<file path="config.mk">
export PLATFORM = sky130hd
export DESIGN_NAME = deser_param
export DESIGN_NICKNAME = d
export VERILOG_FILES = /design/src/rtl/deser_param.sv
export SDC_FILE = /design/constraint.sdc
export NUM_CORES = 1
export LEC_CHECK = 0
export CORE_MARGIN = 3
export CORE_UTILIZATION = 40
export DETAILED_ROUTE_END_ITERATION = 10
export PLACE_DENSITY = 0.72
export SYNTH_ARGS = -nofsm -noshare
export SYNTH_HDL_FRONTEND = slang
export SYNTH_SLANG_ARGS = --single-unit
</file>
<file path="constraint.sdc">
create_clock -name clk_i -period 3.8 [get_ports clk_i]
set_clock_uncertainty 0.15 [all_clocks]
set_input_delay 0.57 -clock clk_i [delete_from_list [all_inputs] [get_ports clk_i]]
set_output_delay 0.57 -clock clk_i [all_outputs]
set_load 0.02 [all_outputs]
</file>
<file path="src/rtl/deser_param.sv">
// deser_param: serial-to-parallel deserializer with flush, backed by one held word behind the output register
module deser_param #(
  parameter int DATA_W = 16,
  parameter int MSB_FIRST = 1,
  localparam int CNT_W = $clog2(DATA_W + 1)
) (
  input  logic              clk_i,
  input  logic              srst_n_i,
  input  logic              data_i,
  input  logic              data_val_i,
  output logic              data_ready_o,
  input  logic              flush_i,
  output logic [DATA_W-1:0] deser_data_o,
  output logic [CNT_W-1:0]  deser_data_len_o,
  output logic              deser_data_val_o,
  input  logic              deser_data_ready_i
);
  logic [DATA_W-1:0] asm_q, asm_d, asm_b, out_q, out_d;
  logic [CNT_W-1:0] cnt_q, cnt_d, cnt_b, plen_q, plen_d, olen_q, olen_d, pos;
  logic oval_q, oval_d, acc, free, done, mv;
  always_comb begin
    data_ready_o = cnt_q != CNT_W'(DATA_W);
    acc = data_val_i && data_ready_o;
    free = !oval_q || deser_data_ready_i;
    pos = (MSB_FIRST != 0) ? CNT_W'(DATA_W - 1) - cnt_q : cnt_q;
    asm_b = asm_q | (DATA_W'(acc && data_i) << pos);
    cnt_b = cnt_q + CNT_W'(acc);
    done = data_ready_o && (cnt_b == CNT_W'(DATA_W) || (flush_i && cnt_b != '0));
    mv = free && (!data_ready_o || done);
    out_d = mv ? (data_ready_o ? asm_b : asm_q) : out_q;
    olen_d = mv ? (data_ready_o ? cnt_b : plen_q) : olen_q;
    oval_d = mv || (oval_q && !deser_data_ready_i);
    asm_d = mv ? '0 : asm_b;
    cnt_d = mv ? '0 : (done ? CNT_W'(DATA_W) : cnt_b);
    plen_d = (done && !mv) ? cnt_b : plen_q;
  end
  always_ff @(posedge clk_i) begin
    if (!srst_n_i) begin
      asm_q <= '0;
      cnt_q <= '0;
      plen_q <= '0;
      out_q <= '0;
      olen_q <= '0;
      oval_q <= 1'b0;
    end else begin
      asm_q <= asm_d;
      cnt_q <= cnt_d;
      plen_q <= plen_d;
      out_q <= out_d;
      olen_q <= olen_d;
      oval_q <= oval_d;
    end
  end
  assign deser_data_o = out_q;
  assign deser_data_len_o = olen_q;
  assign deser_data_val_o = oval_q;
endmodule

</file>
# After elaboration in Yosys (flattened, before gate mapping)
# Index checks and enable logic that the tools add are counted.
# word_totals
regBits	48
in_bits	6
output_inout_bits	23
# classes
add_sub_neg	2
n_eq_ne	2
shifts	1
n_mux	3
bitwise	2
reduce_logical	18
# op_table
operator	count
2-to-1 mux 16 bit	1
bitwise OR 16 bit	1
left shift 1 x 5 -> 16 bit	1
2-to-1 mux 5 bit	2
logical AND 1 bit	7
adder 5 x 1 -> 5 bit	1
== test 5 bit, second input constant	1
inequality test 5 bit, second input constant	1
nonzero test 5 bit	1
subtractor 4 x 5 -> 5 bit, first input constant	1
logical NOT 1 bit	4
logical OR 1 bit	4
OR reduction 3 bit	1
OR reduction 2 bit	1
inverter 1 bit	1

# Longest topological paths before layout
# depth
ltp_word	11
depth_mapped	14
mapped_depth_nobuf	11

# Worst setup path after synthesis
# No wires, ideal clock.
# synth_timing
path_type	register to register
start	register cnt_q[0]
end	register oval_q (netlist: deser_data_val_o)
setup_ns	0.120
arrival_ns	2.676
required_time_ns	3.530
path_slack_ns	0.855
path_stages_with_launch	13
n_path_buf	2
synth_period_minus_slack_ns	2.945
path_cell_list	dfxtp_1 -> nor2_1 -> and3_1 -> inv_2 -> buf_2 -> and2_1 -> ha_1 -> ha_1 -> xnor2_2 -> o211ai_2 -> mux2_4 -> buf_6 -> o31a_1
# synth_via
elab_chain_len	10
# synth_rtl
element	line	source
start: declaration	19	logic [CNT_W-1:0] cnt_q, cnt_d, cnt_b, plen_q, plen_d, olen_q, olen_d, pos;
start signal: assignment	47	cnt_q <= cnt_d;
inequality test 5 bit (*)	22	data_ready_o = cnt_q != CNT_W'(DATA_W);
via data_ready_o	11	output logic data_ready_o,
logical AND 1 bit	23	acc = data_val_i && data_ready_o;
adder 5 x 1 -> 5 bit	27	cnt_b = cnt_q + CNT_W'(acc);
nonzero test 5 bit	28	done = data_ready_o && (cnt_b == CNT_W'(DATA_W) || (flush_i && cnt_b != '0));
logical AND 1 bit	28	
logical OR 1 bit	28	
logical AND 1 bit	28	
logical OR 1 bit (*)	29	mv = free && (!data_ready_o || done);
logical AND 1 bit (*)	29	
logical OR 1 bit (*)	32	oval_d = mv || (oval_q && !deser_data_ready_i);
end signal: assignment	51	oval_q <= oval_d;
end: declaration	20	logic oval_q, oval_d, acc, free, done, mv;
# The timed path passes the listed nets; every way through them passes the cells marked *.
# A chain may end at the register's enable or synchronous reset.

# Final worst setup path
# layout_timing
start	register cnt_q[0]
end	register cnt_q[1]
# layout_via
elab_chain_len	10
# layout_rtl
element	line
inequality test 5 bit	22
logical AND 1 bit	23
adder 5 x 1 -> 5 bit	27
nonzero test 5 bit	28
logical AND 1 bit	28
logical OR 1 bit	28
logical AND 1 bit	28
logical OR 1 bit	29
logical AND 1 bit	29
OR reduction 3 bit (no source line)	-
# Parallel ways exist; a longest one is shown, timed or not.

==> flow_summary.toml <==
[floorplanning]
core_mm2 = 0.00488
fp.dieW_um = 78.2
initial_core_util_pct = 42.7
dieArea_mm2 = 0.00611
rows = 25
ioPinCount = 29
die_h_um = 78.2

[timing]
setup_violations = 0
min_period_ps = 3220
rsz0062_at_grt = "no"
min_period_over_period_pct = 84.8
hold_viol = 0
worst_pin_slew_ps = 641
fin_setup_tns_ps = 0
maxSlewViolCount = 0
whs_ps = 313
fin_ws_ps = 579
max_freq_ghz = 0.311
slew_headroom_pct = 57.1

[detailed_routing]
drt_first_pass_iters = 4
remaining_drc_errors = 0
via_per_inst = 5.29
wirelength_um = 4050
vias = 1538
antenna_left = 0
drtIter0Drc = 80
wl_per_cell_um = 13.9

[synthesis]
avgSynthCellArea_um2 = 10.4
synth_edf_count = 0
ys_seq_area_share_pct = 46.1
ys_types = 36
synth_area_leader_cell = "dfxtp_1"
synth.top_cell.area_share_pct = 46.1
syn-num-nets = 208
synth_flop_cell = "dfxtp_1"
ys_top_cells_by_area = "dfxtp_1 46%, o211ai_2 11%, o211a_1 9.1%"
syn_inst = 200
yosysMostFrequentCell = "dfxtp_1"
synth_common_cells = "48 x dfxtp_1, 23 x nor2_1, 19 x o211a_1, 19 x o211ai_2, 16 x a31oi_1"
syn_area_mm2 = 0.00208
yosysWarnings = 0
ys_seq_elements = 48
async_flop_share_pct = 0

[hold_path]
hold_path_class = "register to register"

[global_route]
grt_busiest_layer = "met2"
grt.met3_usage_pct = 3.44
met1_usage_pct = 19.1
antenna_found_initial = 0
grt_pass1_wl_um = 7130
grt_overflow = 0
grt_max_degree = 24
grtUsageMet2_pct = 22.6
grt.total_usage_pct = 14.3
grt_pass1_vias = 1533

[critical_path]
crit_required_ps = 3870
cp-end-kind = "register"
worstPathMaxFanout = 23
critPathSlowestCell = "mux2_4"
crit_chain = "nor2_1 > and3_1 > inv_2 > and2_1 > ha_1 > ha_1 > xnor2_2 > o211ai_2 > mux2_4 > and2_1 > nor3b_1"
worstPathArrival_ps = 3290
slowest_delay_ps = 470
path_class = "register to register"
path_delay_family = "simple AND/OR/NAND/NOR gates"
cp-start-kind = "register"
crit_buf_inv = 1

[run]
cap_viol_max_count = 0

[pwr]
p_per_area_mw_per_mm2 = 745
p_int_mw = 1.18
p_switching_uw = 681
p_leak_nw = 1.12
clkPwrFrac_pct = 19.2
combPwrFrac_pct = 46.4
seqPwrFrac_pct = 34.4
peakVddDrop_v = 0.000405
sw_frac_of_total_pct = 36.6

[cts]
cts.repair_timing.setup_buffer_count = 0
clkTransAtPathRegs_ps = 90
cts_made_buffers = 5
clock_path_buffers = 2
htree_num_levels = 2
cts.sinks = 48
cts_tree = "done"
clockRootBuffer = "clkbuf_8"
ctsResizeCount = 0
clk_latency_ps = 290
ctsHoldBuffers = 0

[cells_and_area]
final_layout_size_suffix_gt1_share_pct = 17.0
fin_util_pct = 51.2
syn_to_final_growth_pct = 19.8
fin_area_mm2 = 0.00250
finalNetCount = 231
antenna_cells = 0

[placement]
gp_congestion = 0.830
io_buffer_count = 28
dpl_cell_area_mm2 = 0.00239
hpwl_um = 2800
dp_slack_ps = 567

[status]
status = "complete, no violations"
## registers in the layout (all words and copies together), names as in the netlist
| signal | cells |
|---|---|
| deser_data_len_o | 5 |
| asm_q | 16 |
| plen_q | 5 |
| cnt_q | 5 |
| deser_data_val_o | 1 |
| deser_data_o | 16 |
## layout by cell type, fill, tap and decap left out, drive strengths merged, types with 4 or more instances in the layout
| cell type | netlist | layout |
|---|---|---|
| a31oi | 17 | 17 |
| o211ai | 22 | 22 |
| inv | 4 | 4 |
| buf | 13 | 6 |
| nor2 | 24 | 24 |
| nand2 | 12 | 12 |
| o211a | 19 | 19 |
| mux2i | 9 | 9 |
| and2 | 4 | 4 |
| clkbuf | 5 | 6 |
| dfxtp | 48 | 48 |
| clkdlybuf4s50 | 0 | 28 |
## area by class of cell
class	instances	area [um2]
clock buffer	6	72.6
multi-input combinational	130	1000
timing repair buffer	34	325
clock inverter	2	35.0
sequential	48	961
inverter	4	15.0
fill	472	2380
tap	67	83.8
## worst register-to-register path: cells and delay by family (launching register included)
family                   cells  cell delay [ps]
XOR/XNOR                     1              240
AND/OR/NAND/NOR              5             1160
adder cells (fa/ha/maj)      2              440
buffers and inverters        1              120
multiplexers                 1              470
AO/OA/AOI/OAI                1              170
flip-flops                   1              390
## logic make-up after synthesis
| family | share of synthesized area (%) |
|---|---|
| AO/OA/AOI/OAI | 28.6 |
| XOR/XNOR | 1.20 |
| adder cells (fa/ha/maj) | 1.20 |
| buffers and inverters | 5.71 |
| flip-flops | 46.1 |
| multiplexers | 5.05 |
| AND/OR/NAND/NOR | 12.1 |
## stage by stage
step	power (mW)	cells
6_report	1.86	291
5_1_grt	2.00	291
3_3_place_gp	1.53	283
3_5_place_dp	1.53	283
2_1_floorplan	1.29	200
4_1_cts	1.88	291
## final timing paths
check / end / cells past startpoint / slack, ps / startpoint
hold reg to reg: asm_q[15] / 2 / 310 / asm_q[15]
setup / recovery: cnt_q[1] / 11 / 580 / cnt_q[0]
setup reg to reg: cnt_q[1] / 11 / 580 / cnt_q[0]
hold / removal: asm_q[15] / 2 / 310 / asm_q[15]
## power groups by stage
stage	combinational, mW	sequential [mW]	clock (mW)
final	0.864	0.640	0.357
after global routing	0.959	0.654	0.390
after CTS	0.878	0.641	0.366
after detailed placement	0.875	0.652	0
after global placement	0.874	0.651	0
after floorplan	0.558	0.731	0
## per-layer routing
layer / wire length, um / vias up
met5: 0 / -
met4: 36 / 0
met3: 155 / 4
met2: 1890 / 27
met1: 1960 / 733
li1: - / 774
No activity file was read; power rests on OpenSTA's default activity.
